==> src/rtl/modular_inverse_if.sv <==
// Start/result handshake bundle for the modular inverse unit.
// The requester drives the master side; the arithmetic block sits on the slave side.
interface modular_inverse_if #(
  parameter int WIDTH = 16
);
  logic             ready_in;
  logic [WIDTH-1:0] value_in;
  logic [WIDTH-1:0] modulus_in;
  logic [WIDTH-1:0] inverse_out;
  logic             exists_out;
  logic             busy_out;
  logic             valid_out;

  modport master (
    output ready_in, value_in, modulus_in,
    input  inverse_out, exists_out, busy_out, valid_out
  );

  modport slave (
    input  ready_in, value_in, modulus_in,
    output inverse_out, exists_out, busy_out, valid_out
  );
endinterface

==> src/rtl/modular_inverse.sv <==
// Modular inverse x = a^-1 mod m by iterative extended Euclid with a bit-serial restoring divider.
// Define MODINV_ITER_COUNT_EN to add iter_count_out (quotient steps of the last job, saturating).
module modular_inverse #(
  parameter int WIDTH = 16
) (
  input  logic               clk_in,
  input  logic               rst_in,
  modular_inverse_if.slave   bus
`ifdef MODINV_ITER_COUNT_EN
  ,
  output logic [7:0]         iter_count_out
`endif
);

  localparam int CW = $clog2(WIDTH);
  localparam logic [CW-1:0] DIV_LAST = CW'(WIDTH - 1);

  typedef enum logic [2:0] {
    IDLE,
    CHECK,
    DIVIDE,
    UPDATE,
    FINAL
  } state_t;

  state_t              state;
  logic [WIDTH-1:0]    m_reg;
  logic [WIDTH-1:0]    r0;
  logic [WIDTH-1:0]    r1;
  logic signed [WIDTH:0] t0;
  logic signed [WIDTH:0] t1;
  // quo holds the dividend during DIVIDE and ends up holding the quotient.
  logic [WIDTH-1:0]    quo;
  logic [WIDTH-1:0]    rem;
  logic [CW-1:0]       div_cnt;
`ifdef MODINV_ITER_COUNT_EN
  logic [7:0]          step_cnt;
`endif

  logic [WIDTH:0]        trial;
  logic [WIDTH:0]        trial_diff;
  logic                  trial_ge;
  logic [WIDTH-1:0]      rem_next;
  logic signed [WIDTH+1:0] prod;
  logic signed [WIDTH:0] t1_next;
  logic signed [WIDTH:0] t0_wrapped;
  logic                  exists_next;
  logic [WIDTH-1:0]      inverse_next;

  // NOTE: blocking assignments are correct here because these are combinational temporaries;
  // every signal gets a value on every pass, so no latch is inferred.
  always_comb begin
    trial        = {rem, quo[WIDTH-1]};
    trial_ge     = (trial >= {1'b0, r1});
    trial_diff   = trial - {1'b0, r1};
    rem_next     = trial_ge ? trial_diff[WIDTH-1:0] : trial[WIDTH-1:0];

    // |t| never exceeds m, so truncating the product to WIDTH+1 bits is lossless.
    prod         = $signed({2'b00, quo}) * $signed({t1[WIDTH], t1});
    t1_next      = t0 - $signed(prod[WIDTH:0]);

    t0_wrapped   = t0 + $signed({1'b0, m_reg});
    exists_next  = (m_reg >= WIDTH'(2)) && (r0 == WIDTH'(1));
    inverse_next = '0;
    if (exists_next) begin
      inverse_next = t0[WIDTH] ? t0_wrapped[WIDTH-1:0] : t0[WIDTH-1:0];
    end
  end

  // NOTE: the working registers are cleared in reset as well as the outputs, so an aborted
  // job leaves nothing behind that a later job could observe.
  always_ff @(posedge clk_in) begin
    if (rst_in) begin
      state           <= IDLE;
      m_reg           <= '0;
      r0              <= '0;
      r1              <= '0;
      t0              <= '0;
      t1              <= '0;
      quo             <= '0;
      rem             <= '0;
      div_cnt         <= '0;
      bus.inverse_out <= '0;
      bus.exists_out  <= 1'b0;
      bus.busy_out    <= 1'b0;
      bus.valid_out   <= 1'b0;
`ifdef MODINV_ITER_COUNT_EN
      step_cnt        <= '0;
      iter_count_out  <= '0;
`endif
    end else begin
      bus.valid_out <= 1'b0;
      case (state)
        IDLE: begin
          if (bus.ready_in) begin
            m_reg        <= bus.modulus_in;
            r0           <= bus.modulus_in;
            r1           <= bus.value_in;
            t0           <= '0;
            t1           <= (WIDTH+1)'(1);
            bus.busy_out <= 1'b1;
`ifdef MODINV_ITER_COUNT_EN
            step_cnt     <= '0;
`endif
            state        <= CHECK;
          end
        end

        CHECK: begin
          if ((m_reg < WIDTH'(2)) || (r1 == '0)) begin
            state <= FINAL;
          end else begin
            quo     <= r0;
            rem     <= '0;
            div_cnt <= '0;
            state   <= DIVIDE;
          end
        end

        DIVIDE: begin
          rem     <= rem_next;
          quo     <= {quo[WIDTH-2:0], trial_ge};
          div_cnt <= div_cnt + 1'b1;
          if (div_cnt == DIV_LAST) begin
            state <= UPDATE;
          end
        end

        UPDATE: begin
          r0    <= r1;
          r1    <= rem;
          t0    <= t1;
          t1    <= t1_next;
`ifdef MODINV_ITER_COUNT_EN
          if (step_cnt != 8'hFF) begin
            step_cnt <= step_cnt + 8'd1;
          end
`endif
          state <= CHECK;
        end

        FINAL: begin
          bus.inverse_out <= inverse_next;
          bus.exists_out  <= exists_next;
          bus.busy_out    <= 1'b0;
          bus.valid_out   <= 1'b1;
`ifdef MODINV_ITER_COUNT_EN
          iter_count_out  <= step_cnt;
`endif
          state           <= IDLE;
        end

        default: state <= IDLE;
      endcase
    end
  end

endmodule

==> src/flat_wrapper.sv <==
// flat-port wrapper written by rule: the top's interface ports become plain ports
module modular_inverse_flat 
#(
  parameter int WIDTH = 16
)
  (clk_in, rst_in, bus_ready_in, bus_value_in, bus_modulus_in, bus_inverse_out, bus_exists_out, bus_busy_out, bus_valid_out);
  modular_inverse_if #(.WIDTH(WIDTH)) bus_i ();
  input  logic clk_in;
  input  logic rst_in;
  input wire logic [$bits(bus_i.ready_in)-1:0] bus_ready_in;
  input wire logic [$bits(bus_i.value_in)-1:0] bus_value_in;
  input wire logic [$bits(bus_i.modulus_in)-1:0] bus_modulus_in;
  output wire logic [$bits(bus_i.inverse_out)-1:0] bus_inverse_out;
  output wire logic [$bits(bus_i.exists_out)-1:0] bus_exists_out;
  output wire logic [$bits(bus_i.busy_out)-1:0] bus_busy_out;
  output wire logic [$bits(bus_i.valid_out)-1:0] bus_valid_out;
  assign bus_i.ready_in = bus_ready_in;
  assign bus_i.value_in = bus_value_in;
  assign bus_i.modulus_in = bus_modulus_in;
  assign bus_inverse_out = bus_i.inverse_out;
  assign bus_exists_out = bus_i.exists_out;
  assign bus_busy_out = bus_i.busy_out;
  assign bus_valid_out = bus_i.valid_out;
  modular_inverse #(.WIDTH(WIDTH)) u_core (.clk_in(clk_in), .rst_in(rst_in), .bus(bus_i));
endmodule
==> config.mk <==
export PLATFORM = sky130hd
export DESIGN_NAME = modular_inverse_flat
export DESIGN_NICKNAME = d
export VERILOG_FILES = /design/src/rtl/modular_inverse_if.sv /design/src/rtl/modular_inverse.sv /design/src/flat_wrapper.sv
export SDC_FILE = /design/constraint.sdc
export NUM_CORES = 1
export LEC_CHECK = 0
export BUFFER_PORTS_ARGS = -buffer_cell sky130_fd_sc_hd__buf_4
export CORE_ASPECT_RATIO = 0.5
export CORE_UTILIZATION = 60
export DETAILED_ROUTE_END_ITERATION = 7
export GPL_ROUTABILITY_DRIVEN = 0
export PLACE_DENSITY = 0.76
export SYNTH_ARGS = -nofsm -noshare
export SYNTH_HDL_FRONTEND = slang
export SYNTH_SLANG_ARGS = --single-unit
==> constraint.sdc <==
create_clock -name clk_in -period 6.9 [get_ports clk_in]
set_clock_uncertainty 0.1 [all_clocks]
set_input_delay 0.345 -clock clk_in [delete_from_list [all_inputs] [get_ports clk_in]]
set_output_delay 0.345 -clock clk_in [all_outputs]
set_load 0.02 [all_outputs]
Word level (Yosys, flattened, before mapping) --
Index checks and enable logic that the tools add are counted.
Cells by class: equality and inequality tests 9, multiplexer cells 24, $mul 1, add/sub/neg operators 4, reduce and logical (&&, ||, !) cells 12, magnitude comparators 3
Operators by type and width (count):
- case mux 16 bit (2 select lines) | 4
- two-way mux 16 bit | 7
- case mux 17 bit (2 select lines) | 2
- two-way mux 17 bit | 2
- >= comparator 17 x 16 -> 1 bit | 1
- multiplier 17 x 17 -> 17 bit | 1
- subtractor 17 bit | 1
- adder 16 bit | 1
- equality test 16 x 1 -> 1 bit, second input constant | 1
- >= comparator 16 x 2 -> 1 bit, second input constant | 1
- zero test 16 bit | 1
- less-than comparator 16 x 2 -> 1 bit, second input constant | 1
- subtractor 16 bit | 1
- case mux 3 bit (4 select lines) | 1
- AND reduction 2 bit | 5
- two-way mux 3 bit | 3
- case mux 4 bit (2 select lines) | 1
- equality test 3 x 2 -> 1 bit, second input constant | 2
- nonzero test 2 bit | 3
- adder 4 x 1 -> 4 bit, second input constant | 1
- equality test 4 bit, second input constant | 1
- two-way mux 4 bit | 1
- inequality test 2 bit, second input constant | 2
- equality test 3 x 1 -> 1 bit, second input constant | 1
- 7 further kinds | 8
Word-level totals: flip-flop bits (word level) 140, output and inout bits 19, bits of input ports 35

Logic depth before layout (Yosys ltp) --
word-level depth 4, mapped depth 23, depth with buffers taken out 21

Worst setup path after synthesis --
Ideal clock, no wire load.
path kind register to register, start point register u_core.t1[1], end point register u_core.t1[16], setup slack 1.323 ns, setup time 0.117 ns, path buffers 2, arrival time 5.361 ns, data required time 6.683 ns, cell stages (with the launch flop) 22, cells stage by stage dfxtp_1 > clkbuf_1 > clkbuf_1 > nand2_1 > fa_1 > fa_1 > inv_1 > fa_1 > inv_1 > fa_1 > fa_1 > inv_1 > fa_1 > inv_1 > ha_1 > o21a_1 > nand3_1 > nor2_1 > a21oi_1 > a311oi_1 > xnor2_1 > a22o_1
On the way: cells in the longest elaborated chain, start to end 3
RTL lines:
- start, declared | RTL line modular_inverse.sv:31 | logic signed [WIDTH:0] t1;
- start signal, assigned | RTL line modular_inverse.sv:100 | t1 <= (WIDTH+1)'(1);
- start signal, assigned | RTL line modular_inverse.sv:133 | t1 <= t1_next;
- multiplier 17 x 17 -> 17 bit | RTL line modular_inverse.sv:59 | prod = $signed({2'b00, quo}) * $signed({t1[WIDTH], t1});
- subtractor 17 bit | RTL line modular_inverse.sv:60 | t1_next = t0 - $signed(prod[WIDTH:0]);
- case mux 17 bit (2 select lines) | RTL line modular_inverse.sv:93 | case (state)
Every way passes these cells. A chain may end at the register's enable or synchronous reset.

Worst setup path after layout --
start point register u_core.t1[2], end point register u_core.t1[16]
Same word-level chain as after synthesis.

==> qor.tcl <==
set qor(drtIter0Drc) 991
set qor(critPathRequiredTime_ns) 7.13
set qor(post_cts.resized_instances) 0
set qor(hold_buffers) 0
set qor(vias_per_cell) 5.89
set qor(synth_area_leaders) {sky130_fd_sc_hd__dfxtp_1, sky130_fd_sc_hd__fa_1, sky130_fd_sc_hd__ha_1}
set qor(detailedPlacementHpwl_um) 24100
set qor(worst_path_arrival_time_ns) 6.12
set qor(netlist.area_leader.share_pct) 22.8
set qor(max-cap-violations) 0
set qor(placedCellCount) 1743
set qor(async_reset_ff_share_pct) 0
set qor(syn-num-nets) 1733
set qor(io_buffer_count) 53
set qor(slew-limit-headroom_pct) 18.9
set qor(final_nets) 1738
set qor(finalWorstSetupSlack_ns) 1.01
set qor(antenna_found_initial) 0
set qor(rsz0062_at_grt) {false}
set qor(core_area_mm2) 0.0197
set qor(vias_in_the_first_global_route) 10200
set qor(outcome) {finished, final reports clean}
set qor(power.static_leakage_uw) 0.00589
set qor(synthesis.area_mm2) 0.0123
set qor(critPathLaunchType) {flop}
set qor(min_period_ns) 5.89
set qor(setup_viol) 0
set qor(die-area_mm2) 0.0211
set qor(finalNonFillerCells) 1776
set qor(grt_pass1_wl_um) 52300
set qor(drtPass1Iterations) 5
set qor(seqCellArea_mm2) 0.00280
set qor(number_of_clock_sinks_seen_by_cts) 140
set qor(timing.final.crit_share_pct) 85.3
set qor(post_dr_wirelength_cell_um) 18.2
set qor(worst_pin_slew_ns) 1.21
set qor(cts-buffers-inserted) 17
set qor(power-per-cell-area_mw_per_mm2) 282
set qor(yosysUniqueCellTypes) 70
set qor(report.final.hold_viol_count) 0
set qor(synthesis.instances) 1491
set qor(num-fill-cells) 1575
set qor(start_util_pct) 62.2
set qor(area_growth_syn_to_fin_pct) 9.15
set qor(floorplan.rows) 36
set qor(fp.dieH_um) 103
set qor(worstSetupEndpointType) {flop}
set qor(ys_seq_elements) 140
set qor(ys_dominant_reg_cell) {sky130_fd_sc_hd__dfxtp_1}
set qor(critical_path.max_fanout) 17
set qor(dieWidth_um) 204
set qor(multi_input_logic_area_mm2) 0.00849
set qor(drc) 0
set qor(placement.cell_area_mm2) 0.0128
set qor(post_route_cells_drive_above_1_share_pct) 7.75
set qor(hp-class) {input pin to flop}
set qor(globalRouteOverflowTotal) 0
set qor(clock_insertion_delay_worst_skew_ns) 0.44
set qor(antenna_violating_nets_post_route) 0
set qor(clk_pin_slew_worst_paths_ns) 0.06
set qor(number_of_enable_type_register_cells_in_the_synthesized_netlist) 0
set qor(avgSynthCellArea_um2) 8.23
set qor(wirelength_um) 32300
set qor(stdcell_area_mm2) 0.0134
set qor(clockBufferDepth) 2
set qor(synthesis.yosys.warnings) 0
set qor(io-pin-count) 54
set qor(via_count) 10500
set qor(drv_slew) 0
set qor(path_class) {flop to flop}
set qor(postCtsSetupBuffers) 0
set qor(groute.usage.overall_pct) 32.4
set qor(grt_max_degree) 65
set qor(cts_root_buffer) {sky130_fd_sc_hd__clkbuf_16}
set qor(yosysSeqAreaShare_pct) 22.8
set qor(cts_tree) {yes}
set qor(cts_htree_levels) 4
set qor(layout.core_utilization_pct) 67.9
set qor(fmaxAchievable_mhz) 170
set qor(maximum_vdd_ir_drop_uv) 197
set qor(fin_tns_setup_ns) 0
set qor(place_worst_setup_slack_ns) 1.07
set qor(largest_registers) {u_core.t0 x17, u_core.t1 x17}
set qor(synth_area_leader_cell) {sky130_fd_sc_hd__dfxtp_1}
worst max-delay path: stages, from the launching register on:
cell and delay [ns]:
sky130_fd_sc_hd__dfxtp_1 0.63, sky130_fd_sc_hd__nand2_1 0.18, sky130_fd_sc_hd__fa_1 0.53, sky130_fd_sc_hd__fa_1 0.52, sky130_fd_sc_hd__inv_1 0.06, sky130_fd_sc_hd__fa_1 0.53, sky130_fd_sc_hd__inv_1 0.05, sky130_fd_sc_hd__fa_1 0.47
sky130_fd_sc_hd__fa_1 0.49, sky130_fd_sc_hd__inv_1 0.05, sky130_fd_sc_hd__fa_1 0.53, sky130_fd_sc_hd__inv_1 0.04, sky130_fd_sc_hd__ha_1 0.33, sky130_fd_sc_hd__o21a_1 0.17, sky130_fd_sc_hd__nand3_1 0.15, sky130_fd_sc_hd__nor2_1 0.17
sky130_fd_sc_hd__a21oi_1 0.10, sky130_fd_sc_hd__a311oi_1 0.32, sky130_fd_sc_hd__xnor2_1 0.13, sky130_fd_sc_hd__a22o_1 0.20
cell families (layout without fill, tap and decap cells):
logic type               count (synthesis)  in the layout  share of synthesized area [%]
AND/OR/NAND/NOR                        545            545                           20.0
buffers and inverters                  258            276                           8.05
AO/OA/AOI/OAI                          251            251                           14.3
adder cells (fa/ha/maj)                207            207                           27.9
flip-flops                             140            140                           22.8
XOR/XNOR                                68             68                           5.06
multiplexers                            22             22                           1.83
other                                    0              1                              0
cells in the mapped netlist, types with 11 or more instances:
master and n:
sky130_fd_sc_hd__nand2_1 249, sky130_fd_sc_hd__inv_1 180, sky130_fd_sc_hd__dfxtp_1 140, sky130_fd_sc_hd__nor2_1 124
sky130_fd_sc_hd__fa_1 112, sky130_fd_sc_hd__ha_1 95, sky130_fd_sc_hd__and2_1 74, sky130_fd_sc_hd__clkbuf_1 69
sky130_fd_sc_hd__a21oi_1 56, sky130_fd_sc_hd__xnor2_1 50, sky130_fd_sc_hd__a22oi_1 37, sky130_fd_sc_hd__a311oi_1 33
sky130_fd_sc_hd__o21ai_0 27, sky130_fd_sc_hd__a31oi_1 20, sky130_fd_sc_hd__nor3_1 19, sky130_fd_sc_hd__mux2i_1 18
sky130_fd_sc_hd__xor2_1 16, sky130_fd_sc_hd__nand3_1 14, sky130_fd_sc_hd__nor2b_1 13, sky130_fd_sc_hd__nor4_1 11
power by group:
part / total, uW / switching (uW) / internal, uW / leakage [uW]
combinational: 1730 / 997 / 729 / 0.00446
sequential: 1080 / 183 / 895 / 0.00114
clock: 979 / 402 / 577 / 0.000291
total: 3780 / 1580 / 2200 / 0.00589
layer usage:
layer | track usage [%] | wire length [um] | vias to the layer above
li1 | - | - | 4919
met1 | 43.4 | 14300 | 5061
met2 | 53.6 | 14800 | 414
met3 | 5.69 | 2510 | 63
met4 | 11.0 | 668 | 0
met5 | 0 | 0 | -
worst paths after layout:
check / startpoint / to / depth (start not counted) / slack, ns
max: u_core.t1[2] / u_core.t1[16] / 19 / 1.01
min reg2reg: u_core.m_reg[15] / u_core.m_reg[15] / 2 / 0.39
min: bus_value_in[5] / u_core.r1[5] / 3 / 0.07
max reg2reg: u_core.t1[2] / u_core.t1[16] / 19 / 1.01
per-stage QoR:
| step | hold slack, ns | power (uW) |
|---|---|---|
| after global placement | 0.370 | 2710 |
| after CTS | 0.0733 | 3750 |
| after floorplan | 0.340 | 2360 |
| after detailed placement | 0.380 | 2770 |
| after global routing | 0.0784 | 4010 |
| final | 0.0737 | 3780 |
layout make-up:
cell class	instances	share of cell area (%)
Antenna cell	1	0.0187
Clock buffer	18	3.20
Clock inverter	14	1.37
Inverter	180	5.04
Multi-Input combinational cell	1093	63.4
Sequential cell	140	20.9
Tap cell	266	2.48
Timing Repair Buffer	64	3.59
cell usage in the layout (no fill, tap or decap), types with 11 or more instances in the layout:
| cell | instances |
|---|---|
| sky130_fd_sc_hd__clkbuf_16 | 17 |
| sky130_fd_sc_hd__a311oi_1 | 33 |
| sky130_fd_sc_hd__nor2b_1 | 13 |
| sky130_fd_sc_hd__xor2_1 | 16 |
| sky130_fd_sc_hd__o21ai_0 | 27 |
| sky130_fd_sc_hd__xnor2_1 | 50 |
| sky130_fd_sc_hd__a21oi_1 | 56 |
| sky130_fd_sc_hd__inv_1 | 180 |
| sky130_fd_sc_hd__fa_1 | 112 |
| sky130_fd_sc_hd__nor3_1 | 18 |
| sky130_fd_sc_hd__and2_1 | 74 |
| sky130_fd_sc_hd__a31oi_1 | 20 |
| sky130_fd_sc_hd__mux2i_1 | 18 |
| sky130_fd_sc_hd__a22oi_1 | 37 |
| sky130_fd_sc_hd__nor2_1 | 123 |
| sky130_fd_sc_hd__ha_1 | 95 |
| sky130_fd_sc_hd__nand2_1 | 249 |
| sky130_fd_sc_hd__buf_4 | 64 |
| sky130_fd_sc_hd__nor4_1 | 11 |
| sky130_fd_sc_hd__dfxtp_1 | 140 |
| sky130_fd_sc_hd__nand3_1 | 14 |
No activity file was read; power rests on OpenSTA's default activity.
